===== src/rtl/xc_msk_arith_unit.sv =====
// Arithmetic-masking execute unit: mask, unmask, remask, add, sub.
// Shares satisfy x = s0 - s1; one shared adder builds s1 then s0.
module xc_msk_arith_unit #(
  parameter int XLEN = 32
) (
  input  logic            g_clk,
  input  logic            g_reset,
  input  logic            flush,
  input  logic            req_valid,
  output logic            req_ready,
  input  logic [2:0]      req_op,
  input  logic [XLEN-1:0] rs1_s0,
  input  logic [XLEN-1:0] rs1_s1,
  input  logic [XLEN-1:0] rs2_s0,
  input  logic [XLEN-1:0] rs2_s1,
  input  logic [XLEN-1:0] prng,
  output logic            prng_update,
  output logic            rsp_valid,
  input  logic            rsp_ready,
  output logic [XLEN-1:0] rsp_s0,
  output logic [XLEN-1:0] rsp_s1,
  output logic            rsp_wide,
  output logic            rsp_trap
);

  typedef enum logic [1:0] {
    IDLE,
    SH1,
    SH0,
    DONE
  } state_t;

  localparam logic [2:0] OP_MASK   = 3'd0;
  localparam logic [2:0] OP_UNMASK = 3'd1;
  localparam logic [2:0] OP_REMASK = 3'd2;
  localparam logic [2:0] OP_ADD    = 3'd3;
  localparam logic [2:0] OP_SUB    = 3'd4;

  state_t          state_q, state_d;
  logic [2:0]      op_q, op_d;
  logic [XLEN-1:0] a0_q, a0_d;
  logic [XLEN-1:0] a1_q, a1_d;
  logic [XLEN-1:0] b0_q, b0_d;
  logic [XLEN-1:0] b1_q, b1_d;
  logic [XLEN-1:0] r_q, r_d;
  logic [XLEN-1:0] s0_q, s0_d;
  logic [XLEN-1:0] s1_q, s1_d;
  logic            wide_q, wide_d;
  logic            trap_q, trap_d;

  logic            accept;
  logic            op_legal;
  logic [XLEN-1:0] add_x;
  logic [XLEN-1:0] add_y;
  logic            add_sub;
  logic [XLEN-1:0] add_res;

  assign accept   = (state_q == IDLE) & req_valid
                  & ~flush & ~g_reset;
  assign op_legal = (req_op <= OP_SUB);

  assign req_ready   = (state_q == IDLE);
  assign rsp_valid   = (state_q == DONE);
  assign rsp_s0      = s0_q;
  assign rsp_s1      = s1_q;
  assign rsp_wide    = wide_q;
  assign rsp_trap    = trap_q;
  assign prng_update = accept
                     & ((req_op == OP_MASK) | (req_op == OP_REMASK));

  // Single adder; operand selection keeps s0 and s1 in separate passes.
  always_comb begin
    add_x   = '0;
    add_y   = '0;
    add_sub = 1'b0;
    if (state_q == SH1) begin
      unique case (1'b1)
        (op_q == OP_MASK): begin
          add_y = r_q;
        end
        (op_q == OP_REMASK): begin
          add_x = a1_q;
          add_y = r_q;
        end
        (op_q == OP_ADD): begin
          add_x = a1_q;
          add_y = b1_q;
        end
        (op_q == OP_SUB): begin
          add_x   = a1_q;
          add_y   = b1_q;
          add_sub = 1'b1;
        end
        default: ;
      endcase
    end else if (state_q == SH0) begin
      unique case (1'b1)
        (op_q == OP_MASK),
        (op_q == OP_REMASK): begin
          add_x = a0_q;
          add_y = r_q;
        end
        (op_q == OP_UNMASK): begin
          add_x   = a0_q;
          add_y   = a1_q;
          add_sub = 1'b1;
        end
        (op_q == OP_ADD): begin
          add_x = a0_q;
          add_y = b0_q;
        end
        (op_q == OP_SUB): begin
          add_x   = a0_q;
          add_y   = b0_q;
          add_sub = 1'b1;
        end
        default: ;
      endcase
    end
  end

  assign add_res = add_x
                 + (add_sub ? ~add_y : add_y)
                 + XLEN'(add_sub);

  always_comb begin
    state_d = state_q;
    op_d    = op_q;
    a0_d    = a0_q;
    a1_d    = a1_q;
    b0_d    = b0_q;
    b1_d    = b1_q;
    r_d     = r_q;
    s0_d    = s0_q;
    s1_d    = s1_q;
    wide_d  = wide_q;
    trap_d  = trap_q;
    case (state_q)
      IDLE: begin
        if (accept) begin
          op_d = req_op;
          a0_d = rs1_s0;
          a1_d = rs1_s1;
          b0_d = rs2_s0;
          b1_d = rs2_s1;
          r_d  = prng;
          s0_d = '0;
          s1_d = '0;
          wide_d = 1'b0;
          if (!op_legal) begin
            trap_d  = 1'b1;
            state_d = DONE;
          end else if (req_op == OP_UNMASK) begin
            state_d = SH0;
          end else begin
            state_d = SH1;
          end
        end
      end
      SH1: begin
        s1_d    = add_res;
        state_d = SH0;
      end
      SH0: begin
        s0_d    = add_res;
        wide_d  = (op_q != OP_UNMASK);
        state_d = DONE;
      end
      DONE: begin
        if (rsp_ready) begin
          s0_d    = '0;
          s1_d    = '0;
          wide_d  = 1'b0;
          trap_d  = 1'b0;
          state_d = IDLE;
        end
      end
      default: state_d = IDLE;
    endcase
    // Abort wipes the result bus so no share survives a flush.
    if (flush) begin
      s0_d    = '0;
      s1_d    = '0;
      wide_d  = 1'b0;
      trap_d  = 1'b0;
      state_d = IDLE;
    end
  end

  always_ff @(posedge g_clk) begin
    if (g_reset) begin
      state_q <= IDLE;
      op_q    <= '0;
      a0_q    <= '0;
      a1_q    <= '0;
      b0_q    <= '0;
      b1_q    <= '0;
      r_q     <= '0;
      s0_q    <= '0;
      s1_q    <= '0;
      wide_q  <= 1'b0;
      trap_q  <= 1'b0;
    end else begin
      state_q <= state_d;
      op_q    <= op_d;
      a0_q    <= a0_d;
      a1_q    <= a1_d;
      b0_q    <= b0_d;
      b1_q    <= b1_d;
      r_q     <= r_d;
      s0_q    <= s0_d;
      s1_q    <= s1_d;
      wide_q  <= wide_d;
      trap_q  <= trap_d;
    end
  end

endmodule


===== config.mk =====
export PLATFORM = sky130hd
export DESIGN_NAME = xc_msk_arith_unit
export DESIGN_NICKNAME = d
export VERILOG_FILES = /design/src/rtl/xc_msk_arith_unit.sv
export SDC_FILE = /design/constraint.sdc
export NUM_CORES = 1
export LEC_CHECK = 0
export ABC_AREA = 1
export BUFFER_PORTS_ARGS = -buffer_cell sky130_fd_sc_hd__buf_2
export CAP_MARGIN = 25
export CORE_MARGIN = 5
export CORE_UTILIZATION = 56
export DETAILED_ROUTE_END_ITERATION = 6
export PLACE_DENSITY = 0.77
export RECOVER_POWER = 25
export SLEW_MARGIN = 20
export SYNTH_ARGS = -nofsm -noshare
export SYNTH_HDL_FRONTEND = slang
export SYNTH_SLANG_ARGS = --single-unit

===== constraint.sdc =====
create_clock -name g_clk -period 3.98 [get_ports g_clk]
set_input_delay 0.796 -clock g_clk [delete_from_list [all_inputs] [get_ports g_clk]]
set_output_delay 0.796 -clock g_clk [all_outputs]
set_load 0.02 [all_outputs]

==> metrics.yaml, run 1 <==
power:
  power.total_mw: 5.44
  p_leak_nw: 5.80
  vdd_drop_max_mv: 0.272
  power_density_mw_per_mm2: 391
placed_design:
  io_buffer_count: 236
  dp_slack_ns: 0.155
  dp_cells: 2107
  dpl.hpwl_microns: 26800
  dpl_cell_area_sq_mm: 0.0131
  place_congestion: 0.954
cells_and_area:
  final_cells: 2154
  antenna_cells: 0
  fill_cells: 1869
  nets: 2069
  final_core_util_pct: 68.1
  drive_gt1_share_pct: 15.7
  design_area_sq_mm: 0.0139
  area_delta_synth_final_pct: 18.9
synth:
  synth_area_per_cell_sq_um: 6.96
  synth_cell_types: 47
  synthArstFlopShare_pct: 0
  synth-edff-count: 0
  syn-cell-area_sq_mm: 0.0117
  synth_fp_nets: 1884
  synth-warning-count: 0
  ys_seq_elements: 231
  synth-seq-area-share_pct: 39.5
  syn_inst: 1681
  synth_ff_type: "dfxtp_1"
global_route:
  grt_pass1_vias: 10900
  grt_pass1_wl_microns: 56300
  gr-total-overflow: 0
  met1_usage_pct: 42.0
  use_met2_pct: 44.1
  gr-usage-all-layers_pct: 28.5
  grt-busiest-layer: "met2"
  grt_use_met3_pct: 5.09
  grt_max_degree: 132
  antenna_found_initial: 0
worst_setup_path:
  crit_fanout: 24
  worstPathRequired_ns: 4.42
  critical_path_class: "reg2reg"
  end_kind: "register"
  arrival_ns: 4.12
  critPathLaunchType: "register"
drt:
  wl_per_cell_microns: 16.8
  dr.pass1.iters: 5
  drt_iter0_drc: 862
  vias: 11800
  drc: 0
  viasPerCell: 5.50
  wl_microns: 36200
  ant_nets: 0
die:
  dieArea_sq_mm: 0.0239
  design.core.area_sq_mm: 0.0204
  io_pins: 237
  die_w_microns: 155
  chipHeight_microns: 155
  rows: 52
  start_util_pct: 57.3
sta:
  whs_ns: 0.453
  fin_skew_ns: 0.00903
  rsz0062_at_grt: "no"
  tightestPinTransition_ns: 1.90
  period_share_pct: 92.6
  fin_tns_setup_ns: 0
  fin_ws_ns: 0.294
  slew_viol_final: 132
  slew-limit-headroom_pct: -27.0
  setup_viol: 0
  fmax_ghz: 0.271
  period_needed_ns: 3.69
  final_hold_viol_count: 0
outcome:
  status: "finished, violations left"
  violations: "capacitance limit, slew limit"
clock_network:
  clk_latency_ns: 0.52
  root_buffer: "clkbuf_16"
  h-tree-depth: 1
  cts_buffer_depth: 3
  cts.hold.buffers_added: 0
  tritoncts: "done"
  clk_pin_slew_worst_paths_ns: 0.07
  cts_buffers: 24
  clock_sinks: 231
flow_run:
  drv_cap: 1
worst_hold_path:
  min_path_type: "reg2reg"
==> flip-flops by register name, summed over array words and instances, names as in the netlist <==
signal and cells:
rsp_trap 1, rsp_s0 32, rsp_wide 1, a0_q 32
rsp_s1 32, op_q 3, a1_q 32, state_q 2
b0_q 32, r_q 32, b1_q 32
==> what timing repair did <==
| action | 4_1_cts | 5_1_grt |
|---|---|---|
| endpoints found under the setup margin | 0 | 22 |
| resized for setup | 0 | 22 |
| setup buffers | 0 | 2 |
==> synth_stat cells (4+ instances only) <==
| cell | instances | share of area [%] |
|---|---|---|
| o21ai_0 | 208 | 8.9 |
| a32o_1 | 28 | 2.4 |
| o21a_1 | 4 | 0.26 |
| nand2_1 | 307 | 9.9 |
| clkbuf_1 | 88 | 2.8 |
| nand2_2 | 11 | 0.59 |
| buf_2 | 11 | 0.47 |
| xnor2_1 | 6 | 0.45 |
| or2_2 | 4 | 0.21 |
| o21ai_2 | 4 | 0.30 |
| dfxtp_1 | 231 | 40 |
| xor2_1 | 42 | 3.1 |
| nor3_1 | 8 | 0.34 |
| inv_2 | 8 | 0.26 |
| nand2_4 | 7 | 0.67 |
| ha_1 | 34 | 3.6 |
| a31oi_1 | 20 | 1.1 |
| nand3_1 | 58 | 2.5 |
| a21oi_1 | 153 | 6.5 |
| o21ai_1 | 11 | 0.47 |
| nor2_1 | 323 | 10 |
| inv_1 | 73 | 2.3 |
==> placed cells by master, fill, tap and decap left out, types with 3 or more instances in the layout <==
cell,netlist,routed
nor2_1,323,321
nand2_1,307,306
dfxtp_1,231,228
o21ai_0,208,208
buf_2,11,169
a21oi_1,153,152
clkbuf_1,88,75
inv_1,73,71
nand3_1,58,57
xor2_1,42,41
ha_1,34,31
a32o_1,28,28
clkbuf_16,0,26
buf_4,2,20
a31oi_1,20,18
nand2_2,11,12
o21ai_1,11,11
nor3_1,8,8
nand2_4,7,7
inv_2,8,6
xnor2_1,6,6
nor2_2,3,5
clkbuf_8,0,5
buf_12,0,5
clkinvlp_4,0,4
o21a_1,4,4
or2_2,4,4
nand3_2,2,3
o22ai_1,3,3
xor2_2,2,3
clkinv_2,0,3
nand4_1,3,3
o21ai_2,4,3
a22oi_1,3,3
==> routing by layer <==
| metal | part of all wire (%) | vias up |
|---|---|---|
| met5 | 0 | - |
| met4 | 1.8 | 0 |
| met3 | 8.9 | 45 |
| met2 | 44 | 504 |
| met1 | 46 | 5369 |
| li1 | - | 5928 |
==> cells by family after synthesis <==
group,Yosys count,share of synthesized area [%]
AND/OR/NAND/NOR,732,25.4
AO/OA/AOI/OAI,446,21.2
flip-flops,231,39.5
buffers and inverters,187,6.18
XOR/XNOR,50,3.87
adder cells (fa/ha/maj),35,3.81
==> power by group <==
part           leakage [nW]  internal, mW  switching, mW
Clock                 0.390          1.38          0.913
Combinational          3.53         0.239          0.437
Sequential             1.88          2.41         0.0664
==> area by class of cell <==
| type | instances | area (sq um) | area share (%) |
|---|---|---|---|
| Inverter | 83 | 324 | 2.33 |
| Multi-Input combinational cell | 1263 | 6420 | 46.2 |
| Tap cell | 270 | 338 | 2.43 |
| Clock buffer | 38 | 724 | 5.21 |
| Sequential cell | 231 | 4630 | 33.3 |
| Timing Repair Buffer | 263 | 1380 | 9.91 |
| Clock inverter | 6 | 85.1 | 0.612 |
==> worst max-delay path, cell delays in order, from the launching register on <==
cell and delay (ns):
dfxtp_4 0.37, inv_1 0.13, nand2_1 0.12, nand2_2 0.12, clkinvlp_4 0.14, buf_12 0.15
clkbuf_16 0.18, nand2_1 0.08, nand3_1 0.06, a21oi_1 0.13, a31oi_1 0.08, xor2_1 0.17
ha_1 0.35, a21o_1 0.23, nor2_1 0.31, o21ai_0 0.12, a21oi_1 0.18, o21ai_2 0.11
nand4_1 0.08, nand2_1 0.07, xor2_1 0.21, nand2_1 0.07, a21oi_1 0.12
==> final timing paths <==
check / cells past startpoint / endpoint / from / slack, ns
setup / recovery: 22 / rsp_s0[25] / op_q[2] / 0.29
hold / removal: 2 / b1_q[31] / b1_q[31] / 0.45
setup reg to reg: 22 / rsp_s0[25] / op_q[2] / 0.29
hold reg to reg: 2 / b1_q[31] / b1_q[31] / 0.45
(Power assumes the default switching activity.)
==> run 2, diff against run 1 <==
- ABC_AREA: 1 -> default
- CORE_ASPECT_RATIO: default -> 0.8
==> run 2 against run 1 <==
The flow now finishes without violations; global-route usage up 0.44 points; clock-buffer cell count down 12; core utilization up 2.5 points; critical path depth down 6; worst hold slack better by 0.0019 ns; fmax down 3.3%; design area up 4.1%; critical endpoint is now rsp_s0[28]; largest power group unchanged.
==> metrics.yaml, run 2 <==
global_route:
  antenna_found_initial: 0
  grt_pass1_wl_microns: 57000
  gr-usage-all-layers_pct: 28.9
  gr-total-overflow: 0
  grt_pass1_vias: 10600
  grt_max_degree: 93
drt:
  drt_iter0_drc: 1438
  drc: 0
  vias: 11800
  wl_microns: 36400
  dr.pass1.iters: 5
  ant_nets: 0
  viasPerCell: 5.82
  wl_per_cell_microns: 18.0
worst_setup_path:
  slowest_delay_ns: 0.39
  worstPathRequired_ns: 4.40
  arrival_ns: 4.23
  critical_path_class: "reg2reg"
  cp_cell_sequence: "buf_6 > nor2b_1 > nand3b_1 > buf_6 > buf_12 > o22ai_2 > xor2_1 > ha_1 > and3_1 > a31oi_2 > nand2_1 > or3_1 > a31o_4 > a41o_1 > xor2_1 > a22o_1"
  crit_fanout: 20
  critPathLaunchType: "register"
  crit_slowest_cell: "or3_1"
  end_kind: "register"
placed_design:
  io_buffer_count: 236
  place_congestion: 0.951
  dp_cells: 1974
  dpl.hpwl_microns: 26400
sta:
  fin_tns_setup_ns: 0
  final_hold_viol_count: 0
  period_share_pct: 95.7
  fin_skew_ns: 0.0142
  fmax_ghz: 0.262
  slew-limit-headroom_pct: 11.5
  slew_viol_final: 0
  whs_ns: 0.455
  rsz0062_at_grt: "yes"
  period_needed_ns: 3.81
  setup_viol: 0
  tightestPinTransition_ns: 1.33
synth:
  syn-cell-area_sq_mm: 0.0116
  synth-seq-area-share_pct: 39.8
  synth_area_per_cell_sq_um: 7.71
  synth-edff-count: 0
  synth_fp_nets: 1709
  synth-warning-count: 0
  synthArstFlopShare_pct: 0
  yosys-top-cells-count: "363 x nand2_1, 250 x a21oi_1, 231 x dfxtp_1"
  synth_cell_types: 64
  netlist.top_cell.by_area: "dfxtp_1"
  synth_top_cell_area_share_pct: 39.8
  syn_inst: 1506
  ys_seq_elements: 231
  synth_area_leaders: "dfxtp_1 40%, nand2_1 12%, a21oi_1 11%"
  synth_ff_type: "dfxtp_1"
  yosysMostFrequentCell: "nand2_1"
power:
  internal_power_mw: 3.99
  clkPwrFrac_pct: 45.4
  power_density_mw_per_mm2: 366
  combPwrFrac_pct: 8.9
  p_leak_nw: 5.90
  p_switching_mw: 1.30
  swShare_pct: 24.6
  seqPwrFrac_pct: 45.7
  vdd_drop_max_mv: 0.302
  power.total_mw: 5.30
die:
  io_pins: 237
  die_w_microns: 171
  chipHeight_microns: 139
  design.core.area_sq_mm: 0.0205
  rows: 47
  start_util_pct: 56.6
  dieArea_sq_mm: 0.0237
cells_and_area:
  final_common_cell: "nand2_1"
  final_cells: 2023
  seq_area_sq_mm: 0.00463
  mostFrequentLayoutCells: "362 x nand2_1, 241 x a21oi_1, 226 x dfxtp_1, 169 x buf_2, 88 x nor2_1"
  antenna_cells: 0
  drive_gt1_share_pct: 20.8
  multi_input_area_sq_mm: 0.00669
  area_delta_synth_final_pct: 24.7
  nets: 1940
  fill_cells: 1677
outcome:
  status: "complete, no violations"
clock_network:
  h-tree-depth: 1
  cts_buffers: 23
  clk_pin_slew_worst_paths_ns: 0.06
  cts_buffer_depth: 3
  root_buffer: "clkbuf_16"
  clk_latency_ns: 0.53
  clock_sinks: 231
  tritoncts: "done"
worst_hold_path:
  min_path_type: "reg2reg"
flow_run:
  drv_cap: 0
[run 2: cell count changes in the layout (fill, tap and decap cells not counted), sizes merged, moves of 38 or more]
cell | previous run | this run
nor2 | 327 | 90
o21ai | 224 | 25
a21oi | 154 | 251
buf | 194 | 260
inv | 78 | 17
a22oi | 3 | 62
a22o | 0 | 58
nand3 | 60 | 13
nand2 | 325 | 363
[run 2: per-layer routing]
metal  up-vias  global-route usage (%)  wire [microns]
met3        38                    3.82            3310
met5         -                       0               0
met1      5482                    48.5           17700
li1       5702                       -               -
met2       556                    39.3           14800
met4         0                    4.75             519
[run 2: final timing paths]
check,from,to,slack (ns),cells after the start
hold reg to reg,b1_q[12],b1_q[12],0.45,2
hold / removal,b1_q[12],b1_q[12],0.45,2
setup reg to reg,op_q[0],rsp_s0[28],0.17,16
setup / recovery,op_q[0],rsp_s0[28],0.17,16
[run 2: what timing repair did]
item / 4_1_cts / 5_1_grt
setup buffers: 0 / 5
gates resized for setup: 9 / 56
endpoints found under the setup margin: 22 / 42
pin swaps: 0 / 10
hold buffers: 0 / 0
[run 2: power groups by stage]
stage          Sequential [mW]  Combinational [mW]  Clock, mW
4_1_cts                   2.42               0.450       2.42
5_1_grt                   2.43               0.516       2.52
3_3_place_gp              2.47               0.440          0
3_5_place_dp              2.47               0.445          0
6_report                  2.42               0.469       2.41
2_1_floorplan             2.45               0.267          0
[run 2: layout make-up]
| cell class | instances | share of cell area [%] |
|---|---|---|
| multi-input combinational | 1139 | 46.2 |
| sequential | 231 | 32.0 |
| clock inverter | 16 | 1.64 |
| timing repair buffer | 326 | 13.3 |
| clock buffer | 26 | 4.19 |
| inverter | 16 | 0.415 |
| tap | 269 | 2.32 |
[run 2: cell families (layout without fill, tap and decap cells)]
logic type,after synthesis,count (layout),share of synthesized area (%)
muxes,13,13,1.16
adders and majority gates,35,35,3.84
AOI/OAI and AO/OA,495,495,26.7
buffers and inverters,136,384,4.70
and+or+nand+nor,535,535,19.2
DFF,231,231,39.8
xor gates and xnor gates,61,61,4.60
[run 2: per-stage QoR]
step | worst slack [ns] | cell area, sq um | util (%)
detailed placement | -0.197 | 13400 | 65.3
CTS | -0.00496 | 14300 | 69.6
finish | 0.169 | 14500 | 70.6
global route | -0.0152 | 14500 | 70.6
floorplan | 0.00650 | 11600 | -
global placement | -0.00123 | 13400 | 65.3
[run 2: critical path: cells and delay by family (launching register included)]
kind	cells	cell delay, ns
fa+ha+maj	1	0.34
buf+inv	3	0.50
flops	1	0.37
compound gates	5	0.99
simple gates	5	1.15
xor+xnor	2	0.33
==> run 3, diff against run 2 <==
- CORE_UTILIZATION: 56 -> 40
- PLACE_DENSITY: 0.77 -> 0.57
==> run 3 against run 2 <==
Sequential power about the same; critical path depth up 1; the flow now finishes with violations (capacitance limit, slew limit); worst hold slack about the same; final cell count up 5.2%; die area up 37%; largest power group unchanged; flip-flop and latch count unchanged; clock power down 4%; fmax down 1.6%; non-clock buffer count up 5.
==> metrics.yaml, run 3 (synthesis results as in run 2) <==
outcome:
  status: "finished, violations left"
  violations: "capacitance limit, slew limit"
die:
  die_w_microns: 200
  io_pins: 237
  start_util_pct: 40.9
  chipHeight_microns: 162
  dieArea_sq_mm: 0.0326
  rows: 55
  design.core.area_sq_mm: 0.0284
drt:
  wl_microns: 39700
  viasPerCell: 5.42
  wl_per_cell_microns: 18.6
  drt_iter0_drc: 991
  ant_nets: 0
  vias: 11500
  dr.pass1.iters: 7
  drc: 0
placed_design:
  dpl_cell_area_sq_mm: 0.0135
  dp_cells: 2068
  dp_slack_ns: -0.111
  dpl.hpwl_microns: 29500
  io_buffer_count: 236
  place_congestion: 0.941
cells_and_area:
  fill_cells: 2840
  mostFrequentLayoutCells: "363 x nand2_1, 242 x a21oi_1, 227 x dfxtp_1, 170 x buf_2, 87 x nor2_1"
  final_common_cell: "nand2_1"
  design_area_sq_mm: 0.0148
  area_delta_synth_final_pct: 27.1
  antenna_cells: 0
  nets: 1947
  final_core_util_pct: 51.9
  drive_gt1_share_pct: 21.0
  final_cells: 2129
flow_run:
  drv_cap: 2
worst_setup_path:
  r2r_cells: 17
  critical_path_class: "reg2reg"
  worstPathRequired_ns: 4.41
  critPathCapture: "rsp_s1[28]"
  critPathLaunchType: "register"
  crit_fanout: 8
  critPathLaunch: "op_q[2]"
  timing.rr.end: "rsp_s1[28]"
  end_kind: "register"
  rr_startpoint: "op_q[2]"
  reg2reg_slack_ns: 0.11
  arrival_ns: 4.30
global_route:
  grt_pass1_wl_microns: 59600
  grt_max_degree: 164
  grt_pass1_vias: 10300
  antenna_found_initial: 0
  gr-total-overflow: 0
  gr-usage-all-layers_pct: 22.4
clock_network:
  clk_latency_ns: 0.54
  clock_sinks: 231
  h-tree-depth: 1
  clk_pin_slew_worst_paths_ns: 0.06
  tritoncts: "done"
  cts.hold.buffers_added: 0
  root_buffer: "clkbuf_16"
  cts_buffers: 25
  cts_buffer_depth: 3
power:
  vdd_drop_max_mv: 0.276
  p_leak_nw: 5.96
  power_density_mw_per_mm2: 355
  power.total_mw: 5.24
sta:
  fin_skew_ns: 0.00879
  fmax_ghz: 0.258
  period_share_pct: 97.3
  setup_viol: 0
  slew_viol_final: 166
  fin_ws_ns: 0.108
  final_hold_viol_count: 0
  tightestPinTransition_ns: 1.93
  rsz0062_at_grt: "yes"
  period_needed_ns: 3.87
  slew-limit-headroom_pct: -28.7
worst_hold_path:
  min_from: "a0_q[13]"
  min_path_type: "reg2reg"
run 3: cell count changes in the layout (fill, tap and decap cells not counted), moves of 3 or more:
cell | previous run | this run
buf_4 | 76 | 71
bufinv_16 | 5 | 2
clkbuf_1 | 67 | 71
clkbuf_16 | 23 | 28
clkinvlp_4 | 7 | 2
o22ai_4 | 0 | 3
run 3: metrics by stage:
| stage | hold slack (ns) | setup TNS (ns) |
|---|---|---|
| 2_1_floorplan | 0.432 | 0 |
| 3_3_place_gp | 0.442 | 0 |
| 3_5_place_dp | 0.447 | -0.733 |
| 4_1_cts | 0.456 | -0.0185 |
| 5_1_grt | 0.470 | -0.0364 |
| 6_report | 0.455 | 0 |
run 3: what timing repair did:
action	4_1_cts	5_1_grt
pin swaps	1	25
endpoints found under the hold margin	0	0
gates cloned	0	4
resized for setup	8	65
buffers inserted	0	15
setup endpoints to repair	14	37
run 3: area by class of cell:
cell class	count	area [sq um]	area share [%]
Clock buffer	33	696	4.71
Timing Repair Buffer	331	2040	13.8
Inverter	16	60.1	0.407
Sequential cell	231	4630	31.4
Clock inverter	9	115	0.780
Tap cell	370	463	3.14
Multi-Input combinational cell	1139	6750	45.7
run 3: layer usage:
metal	vias to the layer above	share of wire, %	global-route usage [%]
li1	5702	-	-
met1	5368	53	37.5
met2	421	38	29.6
met3	38	6.7	3.82
met4	0	1.6	3.85
met5	-	0	0
run 3: worst min-delay path by stage:
| stage | to | cells after the start | slack [ns] |
|---|---|---|---|
| floorplan | r_q[0] | 2 | 0.43 |
| global placement | a0_q[14] | 2 | 0.44 |
| detailed placement | r_q[0] | 2 | 0.45 |
| CTS | b0_q[14] | 2 | 0.46 |
| global route | b0_q[22] | 2 | 0.47 |
| finish | a0_q[13] | 2 | 0.45 |
run 3: critical path, cell delays in order, from the launching register on:
cell     delay, ns
dfxtp_2       0.36
and2b_2       0.23
a21o_1        0.19
buf_12        0.15
buf_12        0.12
a22oi_1       0.24
o22ai_1       0.17
xor2_1        0.18
ha_1          0.36
buf_4         0.17
nand2_1       0.07
nor2_1        0.05
o21a_1        0.11
o41a_1        0.48
a31o_4        0.27
a41o_1        0.23
xor2_2        0.15
a22o_1        0.23
run 3: report_power, final:
| part | switching (mW) | total (mW) | internal [mW] |
|---|---|---|---|
| Sequential | 0.0530 | 2.42 | 2.37 |
| Combinational | 0.295 | 0.494 | 0.199 |
| Clock | 0.962 | 2.32 | 1.36 |
| Total | 1.31 | 5.24 | 3.93 |
